`src/rtl/serv_wb_pkg.sv`:
```
// Shared types and constants for the SERV Wishbone arbiter.
package serv_wb_pkg;

  localparam logic [1:0] ST_IDLE = 2'd0;
  localparam logic [1:0] ST_IBUS = 2'd1;
  localparam logic [1:0] ST_DBUS = 2'd2;
  localparam logic [1:0] ST_RESP = 2'd3;

  typedef enum logic [1:0] {
    IDLE = ST_IDLE,
    IBUS = ST_IBUS,
    DBUS = ST_DBUS,
    RESP = ST_RESP
  } state_t;

  localparam logic GNT_IBUS = 1'b0;
  localparam logic GNT_DBUS = 1'b1;

  localparam logic [31:0] DEFAULT_ERR_DATA = 32'hDEADBEEF;

  // Watchdog counter width: enough to hold TIMEOUT, never below one bit.
  function automatic int cnt_width(input int unsigned t);
    return (t == 0) ? 1 : $clog2(t + 1);
  endfunction

endpackage

```
`src/rtl/serv_wb_arbiter_if.sv`:
```
// Bus bundle between SERV core, arbiter and shared Wishbone interconnect.
// Signal names are from the arbiter's point of view (i_ = into arbiter).
interface serv_wb_arbiter_if;

  logic [31:0] i_ibus_adr;
  logic        i_ibus_cyc;
  logic [31:0] o_ibus_rdt;
  logic        o_ibus_ack;

  logic [31:0] i_dbus_adr;
  logic [31:0] i_dbus_dat;
  logic [3:0]  i_dbus_sel;
  logic        i_dbus_we;
  logic        i_dbus_cyc;
  logic [31:0] o_dbus_rdt;
  logic        o_dbus_ack;

  logic [31:0] o_wb_adr;
  logic [31:0] o_wb_dat;
  logic [3:0]  o_wb_sel;
  logic        o_wb_we;
  logic        o_wb_cyc;
  logic [31:0] i_wb_rdt;
  logic        i_wb_ack;

  logic        o_bus_err;

  // Arbiter side.
  modport slave (
    input  i_ibus_adr, i_ibus_cyc,
    output o_ibus_rdt, o_ibus_ack,
    input  i_dbus_adr, i_dbus_dat, i_dbus_sel, i_dbus_we, i_dbus_cyc,
    output o_dbus_rdt, o_dbus_ack,
    output o_wb_adr, o_wb_dat, o_wb_sel, o_wb_we, o_wb_cyc,
    input  i_wb_rdt, i_wb_ack,
    output o_bus_err
  );

  // Environment side: core requesters plus the shared slave.
  modport master (
    output i_ibus_adr, i_ibus_cyc,
    input  o_ibus_rdt, o_ibus_ack,
    output i_dbus_adr, i_dbus_dat, i_dbus_sel, i_dbus_we, i_dbus_cyc,
    input  o_dbus_rdt, o_dbus_ack,
    input  o_wb_adr, o_wb_dat, o_wb_sel, o_wb_we, o_wb_cyc,
    output i_wb_rdt, i_wb_ack,
    input  o_bus_err
  );

endinterface

```
`src/rtl/serv_wb_watchdog.sv`:
```
// Transaction watchdog: counts slave cycles without ack and flags expiry
// on the TIMEOUT-th cycle. TIMEOUT = 0 disables it.
module serv_wb_watchdog
  import serv_wb_pkg::*;
#(
  parameter int unsigned TIMEOUT = 255
) (
  input  logic clk,
  input  logic i_rst_n,
  input  logic i_clr,
  input  logic i_en,
  output logic o_expire
);

  localparam int CW = cnt_width(TIMEOUT);
  localparam logic [CW-1:0] LAST = (TIMEOUT == 0) ? '0 : CW'(TIMEOUT - 1);

  logic [CW-1:0] r_cnt;

  // Count waiting cycles; cleared between transactions, saturates at expiry.
  always_ff @(posedge clk or negedge i_rst_n) begin
    if (!i_rst_n) begin
      r_cnt <= '0;
    end else if (i_clr) begin
      r_cnt <= '0;
    end else if (i_en && !o_expire && (TIMEOUT != 0)) begin
      r_cnt <= r_cnt + CW'(1);
    end
  end

  assign o_expire = (TIMEOUT != 0) && i_en && (r_cnt == LAST);

endmodule

```
`src/rtl/serv_wb_arbiter.sv`:
```
// Round-robin arbiter sharing one Wishbone master port between the SERV
// instruction and data buses, one transaction at a time, with a watchdog.
module serv_wb_arbiter
  import serv_wb_pkg::*;
#(
  parameter int unsigned TIMEOUT  = 255,
  parameter logic [31:0] ERR_DATA = DEFAULT_ERR_DATA
) (
  input logic               clk,
  input logic               i_rst_n,
  serv_wb_arbiter_if.slave  bus
);

  state_t      r_state;
  logic        r_last_gnt;

  logic [31:0] r_wb_adr;
  logic [31:0] r_wb_dat;
  logic [3:0]  r_wb_sel;
  logic        r_wb_we;
  logic        r_wb_cyc;

  logic [31:0] r_ibus_rdt;
  logic        r_ibus_ack;
  logic [31:0] r_dbus_rdt;
  logic        r_dbus_ack;
  logic        r_bus_err;

  logic        w_gnt_ibus;
  logic        w_gnt_dbus;
  logic        w_busy;
  logic        w_expire;

  // On a tie, ibus wins unless it was the last one served.
  always_comb begin
    w_gnt_ibus = bus.i_ibus_cyc && (!bus.i_dbus_cyc || (r_last_gnt == GNT_DBUS));
    w_gnt_dbus = bus.i_dbus_cyc && !w_gnt_ibus;
  end

  assign w_busy = (r_state == IBUS) || (r_state == DBUS);

  serv_wb_watchdog #(
    .TIMEOUT (TIMEOUT)
  ) u_watchdog (
    .clk      (clk),
    .i_rst_n  (i_rst_n),
    .i_clr    (r_state == IDLE),
    .i_en     (w_busy),
    .o_expire (w_expire)
  );

  // Transaction sequencer: grant, hold the bus, return registered response.
  always_ff @(posedge clk or negedge i_rst_n) begin
    if (!i_rst_n) begin
      r_state    <= IDLE;
      r_last_gnt <= GNT_DBUS;
      r_wb_adr   <= '0;
      r_wb_dat   <= '0;
      r_wb_sel   <= '0;
      r_wb_we    <= 1'b0;
      r_wb_cyc   <= 1'b0;
      r_ibus_rdt <= '0;
      r_ibus_ack <= 1'b0;
      r_dbus_rdt <= '0;
      r_dbus_ack <= 1'b0;
      r_bus_err  <= 1'b0;
    end else begin
      r_ibus_ack <= 1'b0;
      r_dbus_ack <= 1'b0;
      r_bus_err  <= 1'b0;
      case (r_state)
        IDLE: begin
          if (w_gnt_ibus) begin
            r_wb_adr   <= bus.i_ibus_adr;
            r_wb_dat   <= '0;
            r_wb_sel   <= '1;
            r_wb_we    <= 1'b0;
            r_wb_cyc   <= 1'b1;
            r_last_gnt <= GNT_IBUS;
            r_state    <= IBUS;
          end else if (w_gnt_dbus) begin
            r_wb_adr   <= bus.i_dbus_adr;
            r_wb_dat   <= bus.i_dbus_dat;
            r_wb_sel   <= bus.i_dbus_sel;
            r_wb_we    <= bus.i_dbus_we;
            r_wb_cyc   <= 1'b1;
            r_last_gnt <= GNT_DBUS;
            r_state    <= DBUS;
          end
        end
        IBUS, DBUS: begin
          // A slave ack on the expiry cycle takes precedence over the error.
          if (bus.i_wb_ack || w_expire) begin
            if (r_state == IBUS) begin
              r_ibus_rdt <= bus.i_wb_ack ? bus.i_wb_rdt : ERR_DATA;
              r_ibus_ack <= 1'b1;
            end else begin
              r_dbus_rdt <= bus.i_wb_ack ? bus.i_wb_rdt : ERR_DATA;
              r_dbus_ack <= 1'b1;
            end
            r_bus_err <= !bus.i_wb_ack;
            r_wb_cyc  <= 1'b0;
            r_state   <= RESP;
          end
        end
        RESP: begin
          r_state <= IDLE;
        end
        default: begin
          r_state <= IDLE;
        end
      endcase
    end
  end

  assign bus.o_wb_adr   = r_wb_adr;
  assign bus.o_wb_dat   = r_wb_dat;
  assign bus.o_wb_sel   = r_wb_sel;
  assign bus.o_wb_we    = r_wb_we;
  assign bus.o_wb_cyc   = r_wb_cyc;
  assign bus.o_ibus_rdt = r_ibus_rdt;
  assign bus.o_ibus_ack = r_ibus_ack;
  assign bus.o_dbus_rdt = r_dbus_rdt;
  assign bus.o_dbus_ack = r_dbus_ack;
  assign bus.o_bus_err  = r_bus_err;

endmodule

```
`src/flat_wrapper.sv`:
```
// flat-port wrapper written by rule: the top's interface ports become plain ports
module serv_wb_arbiter_flat import serv_wb_pkg::*;
#(
  parameter int unsigned TIMEOUT  = 255,
  parameter logic [31:0] ERR_DATA = DEFAULT_ERR_DATA
)
  (clk, i_rst_n, bus_i_ibus_adr, bus_i_ibus_cyc, bus_o_ibus_rdt, bus_o_ibus_ack, bus_i_dbus_adr, bus_i_dbus_dat, bus_i_dbus_sel, bus_i_dbus_we, bus_i_dbus_cyc, bus_o_dbus_rdt, bus_o_dbus_ack, bus_o_wb_adr, bus_o_wb_dat, bus_o_wb_sel, bus_o_wb_we, bus_o_wb_cyc, bus_i_wb_rdt, bus_i_wb_ack, bus_o_bus_err);
  serv_wb_arbiter_if bus_i ();
  input logic clk;
  input logic i_rst_n;
  input wire logic [$bits(bus_i.i_ibus_adr)-1:0] bus_i_ibus_adr;
  input wire logic [$bits(bus_i.i_ibus_cyc)-1:0] bus_i_ibus_cyc;
  output wire logic [$bits(bus_i.o_ibus_rdt)-1:0] bus_o_ibus_rdt;
  output wire logic [$bits(bus_i.o_ibus_ack)-1:0] bus_o_ibus_ack;
  input wire logic [$bits(bus_i.i_dbus_adr)-1:0] bus_i_dbus_adr;
  input wire logic [$bits(bus_i.i_dbus_dat)-1:0] bus_i_dbus_dat;
  input wire logic [$bits(bus_i.i_dbus_sel)-1:0] bus_i_dbus_sel;
  input wire logic [$bits(bus_i.i_dbus_we)-1:0] bus_i_dbus_we;
  input wire logic [$bits(bus_i.i_dbus_cyc)-1:0] bus_i_dbus_cyc;
  output wire logic [$bits(bus_i.o_dbus_rdt)-1:0] bus_o_dbus_rdt;
  output wire logic [$bits(bus_i.o_dbus_ack)-1:0] bus_o_dbus_ack;
  output wire logic [$bits(bus_i.o_wb_adr)-1:0] bus_o_wb_adr;
  output wire logic [$bits(bus_i.o_wb_dat)-1:0] bus_o_wb_dat;
  output wire logic [$bits(bus_i.o_wb_sel)-1:0] bus_o_wb_sel;
  output wire logic [$bits(bus_i.o_wb_we)-1:0] bus_o_wb_we;
  output wire logic [$bits(bus_i.o_wb_cyc)-1:0] bus_o_wb_cyc;
  input wire logic [$bits(bus_i.i_wb_rdt)-1:0] bus_i_wb_rdt;
  input wire logic [$bits(bus_i.i_wb_ack)-1:0] bus_i_wb_ack;
  output wire logic [$bits(bus_i.o_bus_err)-1:0] bus_o_bus_err;
  assign bus_i.i_ibus_adr = bus_i_ibus_adr;
  assign bus_i.i_ibus_cyc = bus_i_ibus_cyc;
  assign bus_o_ibus_rdt = bus_i.o_ibus_rdt;
  assign bus_o_ibus_ack = bus_i.o_ibus_ack;
  assign bus_i.i_dbus_adr = bus_i_dbus_adr;
  assign bus_i.i_dbus_dat = bus_i_dbus_dat;
  assign bus_i.i_dbus_sel = bus_i_dbus_sel;
  assign bus_i.i_dbus_we = bus_i_dbus_we;
  assign bus_i.i_dbus_cyc = bus_i_dbus_cyc;
  assign bus_o_dbus_rdt = bus_i.o_dbus_rdt;
  assign bus_o_dbus_ack = bus_i.o_dbus_ack;
  assign bus_o_wb_adr = bus_i.o_wb_adr;
  assign bus_o_wb_dat = bus_i.o_wb_dat;
  assign bus_o_wb_sel = bus_i.o_wb_sel;
  assign bus_o_wb_we = bus_i.o_wb_we;
  assign bus_o_wb_cyc = bus_i.o_wb_cyc;
  assign bus_i.i_wb_rdt = bus_i_wb_rdt;
  assign bus_i.i_wb_ack = bus_i_wb_ack;
  assign bus_o_bus_err = bus_i.o_bus_err;
  serv_wb_arbiter #(.TIMEOUT(TIMEOUT), .ERR_DATA(ERR_DATA)) u_core (.clk(clk), .i_rst_n(i_rst_n), .bus(bus_i));
endmodule
```
`config.mk`:
```
export PLATFORM = sky130hd
export DESIGN_NAME = serv_wb_arbiter_flat
export DESIGN_NICKNAME = d
export VERILOG_FILES = /design/src/rtl/serv_wb_pkg.sv /design/src/rtl/serv_wb_arbiter_if.sv /design/src/rtl/serv_wb_watchdog.sv /design/src/rtl/serv_wb_arbiter.sv /design/src/flat_wrapper.sv
export SDC_FILE = /design/constraint.sdc
export NUM_CORES = 1
export LEC_CHECK = 0
export BUFFER_PORTS_ARGS = -buffer_cell sky130_fd_sc_hd__buf_2
export CAP_MARGIN = 20
export CORE_MARGIN = 2
export CORE_UTILIZATION = 42
export CTS_CLUSTER_DIAMETER = 100
export CTS_CLUSTER_SIZE = 14
export DETAILED_ROUTE_END_ITERATION = 7
export PLACE_DENSITY = 0.76
export SKIP_LAST_GASP = 1
export SYNTH_ARGS = -nofsm -noshare
export SYNTH_HDL_FRONTEND = slang
export SYNTH_SLANG_ARGS = --single-unit
```
`constraint.sdc`:
```
create_clock -name clk -period 1.6 [get_ports clk]
set_input_delay 0.16 -clock clk [delete_from_list [all_inputs] [get_ports clk]]
set_output_delay 0.16 -clock clk [all_outputs]
set_load 0.03 [all_outputs]
```
Word-level counts from Yosys, hierarchy flattened. Cells that the tools add are included.

Output and inout bits: 137. Input bits: 138. Word-level logic and storage cells: 70. Register bits after elaboration: 148.

Muxes and demuxes: 28. Reduce and logical (&&, ||, !) cells: 21. Eq/ne operators: 6. Add/sub/neg operators: 1. Bitwise operators: 1.

Operators by type and width (count): $mux 32 (5); $mux 8 (2); $mux 1 (14); $reduce_and 3->1 (3); $add 8x1->8 const B (1); $eq 8x8->1 const B (1); $mux 4 (2); $mux 2 (3); $pmux 2 s3 (1); $reduce_bool 2->1 (3); $eq 2x2->1 const B (2); $logic_and 1x1->1 (4); $logic_not 1->1 (4); $reduce_and 2->1 (2); $logic_or 1x1->1 (3); $ne 3x1->1 const B (1); $eq 2x1->1 const B (1); $logic_not 2->1 (1); $ne 2x1->1 const B (1); $pmux 1 s2 (1); $reduce_or 2->1 (1); $not 1->1 (1).

Longest topological paths before layout. Gate-level depths: netlist of the first run.

Depth in word-level cells: 8. Gate-level depth with buffers: 7. Mapped depth without buffers: 6.

By module. Synthesis of the first run repeated with hierarchy kept, for this count alone.

Cell total of the unflattened synthesis: 600. Area total of the unflattened synthesis: 6526.3 um^2.

Modules (own cells, without submodules): serv_wb_arbiter (sequential area each 3504.6 um^2, times used 1, area an instance 6037.0 um^2, cells each 553); serv_wb_watchdog (sequential area each 200.2 um^2, times used 1, area an instance 489.2 um^2, cells each 47).

Worst setup path after synthesis of the first run. OpenSTA, ideal clock, no wires.

Kind: reg2reg. Start: register u_core.r_state[0]. End: register u_core.u_watchdog.r_cnt[7]. Path buffers: 1. Setup slack: -0.145 ns. Period minus slack after synthesis: 1.745 ns. Arrival: 1.621 ns. Setup time: 0.125 ns. Stages on the path, launching flop included: 8. Data required time: 1.475 ns. Path through: dfrtp_1 > inv_1 > ha_1 > buf_2 > and4_2 > o211ai_1 > nor2_1 > mux2_2.

Word-level cells in the longest chain between the ends: 6. Elaborated cells between the ends (all ways): 9. Classes of those cells: eq/ne (2); mux (1); reduce/logical (6).

Ends and longest elaborated chain: start, declared (line serv_wb_arbiter.sv:14) `state_t r_state;`; start signal, assigned (line serv_wb_arbiter.sv:55) `r_state <= IDLE;`; start signal, assigned (line serv_wb_arbiter.sv:80) `r_state <= IBUS;`; start signal, assigned (line serv_wb_arbiter.sv:88) `r_state <= DBUS;`; $eq 2x1->1 or $eq 2x2->1 (tied branches) (line serv_wb_arbiter.sv:40) `assign w_busy = (r_state == IBUS) || (r_state == DBUS);`; $logic_or 1x1->1 (line serv_wb_arbiter.sv:40); $logic_and 1x1->1 (line serv_wb_watchdog.sv:31) `assign o_expire = (TIMEOUT != 0) && i_en && (r_cnt == LAST);`; $logic_not 1->1 (line serv_wb_watchdog.sv:26) `end else if (i_en && !o_expire && (TIMEOUT != 0)) begin`; $logic_and 1x1->1 (line serv_wb_watchdog.sv:26); $reduce_bool 2->1 (no source line); end signal, assigned (line serv_wb_watchdog.sv:27) `r_cnt <= r_cnt + CW'(1);`; end, declared (line serv_wb_watchdog.sv:18) `logic [CW-1:0] r_cnt;`.

Parallel ways exist; a longest one is shown, timed or not. A chain may end at the register's enable or synchronous reset.

Worst setup path after layout of the first run.
Start: register u_core.u_watchdog.r_cnt[3]. End: register u_core.u_watchdog.r_cnt[1].

Word-level cells in the longest chain between the ends: 5.

Ends and longest elaborated chain (line): $eq 8x8->1 (serv_wb_watchdog.sv:31); $logic_and 1x1->1 (serv_wb_watchdog.sv:31); $logic_not 1->1 (serv_wb_watchdog.sv:26); $logic_and 1x1->1 (serv_wb_watchdog.sv:26); $reduce_bool 2->1 (no source line).

Every way passes these cells.

==> results.yml, run 1 <==
status:
  outcome: "finished, violations left"
  failed_checks: "setup timing"
placement:
  gp_congestion: 0.8323
  placed_area_um2: 7710
  dpl.hpwl_um: 11400
  preCtsSetupSlack_ps: -115.0
  port_buffers: 274
  placed_cells: 902
setup_path:
  worst_path_largest_cell_delay_ps: 500
  worst-endpoint-arrival_ps: 1980
  required_ps: 1910
  crit_fanout: 7
  worst_setup_path_end_kind: "register"
  worstPathCellList: "nand4_4, buf_4, or2_2, a311oi_2"
  crit_type: "reg2reg"
  cp-start-kind: "register"
  cpMaxStageDelayCell: "dfrtp_1"
cells_and_area:
  seqCellArea_um2: 3706
  finalNetCount: 969
  final_core_util_pct: 67.46
  n_fill_cell: 995
  final_cell_mix: "buf_2 (273), dfrtp_1 (146), dlygate4sd3_1 (70)"
  antenna_cells: 0
  fin_cells: 1018
  drive_gt1_share_pct: 50.48
  area_growth_pct: 56.93
  finish.instance_area_um2: 9364
  layout_commonest_cell: "buf_2"
  multi_input_area_um2: 2300
grt:
  antenna_found_initial: 0
  grt_pass1_vias: 5357
  grt_pass1_wl_um: 26700
  grt_max_degree: 52
  grt_usage_pct: 23.02
  gr-total-overflow: 0
sta:
  setup_viol: 17
  fin_tns_setup_ps: -446.7
  fmax_ghz: 0.5994
  slew_viol_final: 0
  final_hold_viol_count: 0
  period_needed_ps: 1668
  rsz0062_at_grt: "yes"
  tightest_slew_ps: 476.0
  setup_slack_ps: -68.27
  slew_headroom_pct: 68.27
  fin_worst_skew_ps: 7.631
  finalCritPeriodShare_pct: 104.3
  hold_ws_ps: 23.64
clocking:
  clock_latency_ps: 420
  cts.sinks: 148
  tritoncts: "done"
  clock_path_buffers: 2
  clkTransAtPathRegs_ps: 60
  clockRootBuffer: "clkbuf_16"
  cts_max_level: 4
  numCtsBuffers: 17
synthesis:
  ys_seq_elements: 148
  syn_inst: 451
  synth_edf_count: 0
  async_flop_share_pct: 100.0
  ys_top_cells_by_area: "dfrtp_1 (62%), o22a_2 (7.2%), a22o_1 (7.2%), mux2i_1 (5.9%), o21ai_0 (3.1%)"
  ys.flop_type: "dfrtp_1"
  syn_area_per_cell_um2: 13.23
  syn-num-nets: 595
  synthesis.area_um2: 5967
  synth_top_area_share_pct: 61.65
  synth.distinct_cells: 38
  ys_warn_count: 0
  synth_seq_area_share_pct: 62.09
  synthDominantAreaCellType: "dfrtp_1"
drt:
  drt_iter0_markers: 233
  drcViolationCount: 0
  ant_nets: 0
  post_drt_via_cell_ratio: 5.187
  firstDrtPassIters: 5
  wl_um: 18190
  wl_per_cell_um: 17.86
  vias: 5280
power:
  p_leak_nw: 4.657
  p_per_area_nw_per_um2: 2218
  p_total_mw: 20.77
  vdd_drop_max_v: 0.001048
floorplanning:
  core_area_um2: 13880
  dieArea_um2: 15180
  die_height_um: 123.2
  pin_count: 275
  fp.dieW_um: 123.2
  rows: 43
  start_util_pct: 42.99
hold_path:
  hold_class: "in2reg"
job:
  drv_cap: 0
-- power by group --
group / switching, mW / internal (mW) / total (mW) / leakage (nW)
clock: 1.55 / 2.90 / 4.45 / 0.330
combinational: 6.16 / 3.73 / 9.89 / 2.54
sequential: 0.998 / 5.44 / 6.43 / 1.79
-- sequential cells by signal, summed over array words and instances, names as in the netlist --
| signal | flops |
|---|---|
| u_core.bus.o_wb_we | 1 |
| u_core.bus.o_wb_cyc | 1 |
| u_core.bus.o_ibus_rdt | 32 |
| u_core.u_watchdog.r_cnt | 8 |
| u_core.bus.o_ibus_ack | 1 |
| u_core.bus.o_wb_dat | 32 |
| u_core.bus.o_bus_err | 1 |
| u_core.r_state | 2 |
| u_core.r_last_gnt | 1 |
| u_core.bus.o_wb_sel | 4 |
| u_core.bus.o_dbus_rdt | 32 |
| u_core.bus.o_dbus_ack | 1 |
| u_core.bus.o_wb_adr | 32 |
-- per-layer routing --
layer / vias to the layer above / routed length, um / track usage, %
met2: 237 / 9367 / 39.35
met1: 2578 / 7156 / 27.32
met3: 45 / 1096 / 5.673
met4: 0 / 565 / 10.65
li1: 2420 / - / -
met5: - / 0 / 0
-- critical path: cells and delay by family (launching register included) --
family / cells / cell delay [ps]
and+or+nand+nor: 2 / 530
DFF: 1 / 500
AOI/OAI and AO/OA: 1 / 320
buffers and inverters: 1 / 200
-- timing repair --
item | in CTS | in global routing
hold endpoints to repair | 137 | 0
hold buffers | 70 | 0
buffers inserted | 3 | 4
gates resized for setup | 13 | 20
cloned | 2 | 5
setup endpoints to repair | 68 | 106
pin swaps | 5 | 11
-- synthesized netlist by cell type, types with 2 or more instances --
cell	n
o22a_2	43
a22o_1	49
o21ai_1	3
nor2_1	13
buf_4	6
ha_1	6
xnor2_1	2
dfrtp_1	147
o21a_4	2
inv_1	5
buf_8	4
and2_1	4
buf_2	7
o21ai_0	37
and4_2	2
mux2_2	2
nand2_1	40
buf_1	2
clkbuf_1	12
mux2i_1	35
xor2_1	4
o22a_1	9
nor2b_1	2
-- final timing paths --
path,from,to,slack (ps),cells after the start
worst min-delay path,bus_i_ibus_adr[13],u_core.bus.o_wb_adr[13],20,3
max in group asynchronous,i_rst_n,u_core.bus.o_wb_adr[15],760,3
min in group asynchronous,i_rst_n,u_core.bus.o_ibus_rdt[4],250,2
worst min register to register,u_core.bus.o_wb_adr[9],u_core.bus.o_wb_adr[9],470,2
worst max register to register,u_core.u_watchdog.r_cnt[3],u_core.u_watchdog.r_cnt[1],-70,4
worst max-delay path,u_core.u_watchdog.r_cnt[3],u_core.u_watchdog.r_cnt[1],-70,4
-- area by class of cell --
cell class              count  area share [%]
flip-flops and latches    148           39.58
repair buffers            379           26.11
multi-input cells         274           24.56
clock buffers              20           4.984
well taps                 180           2.405
clock inverters            12           2.138
inverters                   5          0.2272
-- cells by family after synthesis --
kind of cell | after synthesis | share of synthesized area (%)
AO/OA/AOI/OAI | 150 | 20.53
XOR/XNOR | 6 | 0.8807
adder cells (fa/ha/maj) | 6 | 1.258
buffers and inverters | 36 | 3.544
flip-flops | 148 | 62.09
multiplexers | 37 | 6.249
AND/OR/NAND/NOR | 68 | 5.452
Power figures use the tool's default switching activity.
==> run 2, diff against run 1 <==
--- a/config.mk
+++ b/config.mk
@@ -7,7 +7,7 @@
 export LEC_CHECK = 0
 export BUFFER_PORTS_ARGS = -buffer_cell sky130_fd_sc_hd__buf_2
 export CAP_MARGIN = 20
-export CORE_MARGIN = 2
+export CORE_MARGIN = 10
 export CORE_UTILIZATION = 42
 export CTS_CLUSTER_DIAMETER = 100
 export CTS_CLUSTER_SIZE = 14
==> results.yml, run 2 (synthesis gave the netlist of run 1 again) <==
status:
  outcome: "finished, violations left"
  failed_checks: "setup timing"
placement:
  dpl.hpwl_um: 13250
  gp_congestion: 0.8112
  preCtsSetupSlack_ps: -138.6
  port_buffers: 274
job:
  drv_cap: 0
setup_path:
  cpMaxStageDelayCell: "dfrtp_1"
  cp-start-kind: "register"
  worst-endpoint-arrival_ps: 1930
  required_ps: 1900
  rr_endpoint: "u_core.u_watchdog.r_cnt[7]"
  reg2reg_depth: 6
  crit_family: "simple AND/OR/NAND/NOR gates"
  endpoint: "u_core.u_watchdog.r_cnt[7]"
  reg2reg_from: "u_core.r_state[0]"
  worstPathCellList: "inv_2, ha_4, and4_4, o211ai_1, nor2_1, mux2_4"
  cp_num_buf_inv: 1
  crit_fanout: 5
  worst_path_largest_cell_delay_ps: 370
  startpoint: "u_core.r_state[0]"
  rrSetupSlack_ps: -30
  worst_setup_path_end_kind: "register"
  crit_cells: 6
  crit_type: "reg2reg"
sta:
  rsz0062_at_grt: "yes"
  setup_slack_ps: -25.62
  final_hold_viol_count: 0
  slew_viol_final: 0
  tightest_slew_ps: 530.1
  slew_headroom_pct: 64.66
  setup_viol: 24
  fmax_ghz: 0.6152
  period_needed_ps: 1626
  fin_tns_setup_ps: -251.1
  finalCritPeriodShare_pct: 101.6
  fin_worst_skew_ps: 10.83
floorplanning:
  start_util_pct: 42.99
  fp.dieW_um: 139.2
  die_height_um: 139.2
  core_area_um2: 13880
  pin_count: 275
  dieArea_um2: 19380
  rows: 43
power:
  comb_power_share_pct: 47.7
  p_per_area_nw_per_um2: 2229
  p_leak_nw: 4.623
  power_frac_clock_pct: 21.5
  p_int_mw: 12.04
  vdd_drop_max_v: 0.0009343
  p_switching_mw: 8.673
  p_sw_share_pct: 41.88
  seqPwrFrac_pct: 30.8
cells_and_area:
  antenna_cells: 0
  layout_commonest_cell: "buf_2"
  area_growth_pct: 55.69
  drive_gt1_share_pct: 49.46
  final_cell_mix: "buf_2 (273), dfrtp_1 (147), dlygate4sd3_1 (70)"
  finalNetCount: 967
grt:
  grt_max_degree: 67
  antenna_found_initial: 0
  grt_usage_pct: 19.20
  grt_pass1_wl_um: 29840
  gr-total-overflow: 0
  grt_pass1_vias: 5634
drt:
  drcViolationCount: 0
  wl_um: 19750
  firstDrtPassIters: 5
  ant_nets: 0
  drt_iter0_markers: 285
  post_drt_via_cell_ratio: 5.184
  wl_per_cell_um: 19.49
  vias: 5251
hold_path:
  hold_class: "in2reg"
  min_path_cells: 3
clocking:
  clkTransAtPathRegs_ps: 60
  tritoncts: "done"
  clock_latency_ps: 430
  cts_max_level: 4
  numCtsBuffers: 17
  clock_path_buffers: 2
  cts.sinks: 148
  clockRootBuffer: "clkbuf_16"
run 2: worst min path at each step:
stage	slack, ps	to	start
after floorplan	-140	u_core.bus.o_bus_err	i_rst_n
after global placement	-20	u_core.bus.o_ibus_rdt[13]	i_rst_n
after detailed placement	-20	u_core.bus.o_ibus_rdt[13]	i_rst_n
after CTS	7	u_core.bus.o_wb_adr[12]	bus_i_ibus_adr[12]
after global routing	30	u_core.bus.o_wb_adr[12]	bus_i_dbus_adr[12]
final	20	u_core.bus.o_wb_adr[12]	bus_i_dbus_adr[12]
run 2: through the flow:
| step | hold WS [ps] | utilization [%] | total power, mW | cells | cell area [um^2] |
|---|---|---|---|---|---|
| 3_5_place_dp | -15.08 | 55.15 | 15.67 | 898 | 7655 |
| 2_1_floorplan | -135.6 | - | 12.56 | 451 | 5986 |
| 4_1_cts | 7.331 | 65.73 | 20.45 | 1005 | 9124 |
| 6_report | 18.07 | 66.93 | 20.71 | 1013 | 9290 |
| 3_3_place_gp | -15.59 | 55.15 | 15.33 | 898 | 7655 |
| 5_1_grt | 28.79 | 66.93 | 21.71 | 1013 | 9290 |
run 2: cell type report:
cell class	count	area (um^2)
Clock inverter	10	206.4
Clock buffer	19	442.9
Multi-Input combinational cell	274	2281
Inverter	5	18.77
Timing Repair Buffer	377	2411
Tap cell	180	225.2
Fill cell	995	4591
Sequential cell	148	3705
run 2: power by group through the flow:
stage          registers (mW)  logic (mW)  clock network, mW
2_1_floorplan            9.43        3.12                  0
5_1_grt                  6.56        10.5               4.64
4_1_cts                  6.35        9.60               4.50
6_report                 6.38        9.88               4.45
3_3_place_gp             6.31        9.02                  0
3_5_place_dp             6.36        9.31                  0
run 2: per-layer routing:
metal	track usage, %	vias up	wire length [um]
met2	33.33	221	10110
li1	-	2409	-
met4	8.402	0	482
met5	0	-	0
met1	20.65	2588	7770
met3	6.747	33	1378
run 2: worst min-delay path, stage by stage:
cell	delay, ps
buf_2	80
mux2i_1	50
o21ai_0	120
run 2: what timing repair did:
item	CTS	global route
setup buffers	4	6
pin swaps	8	45
gates resized for setup	13	19
endpoints found under the hold margin	248	0
setup endpoints to repair	68	103
gates cloned	4	3
hold buffers	70	0
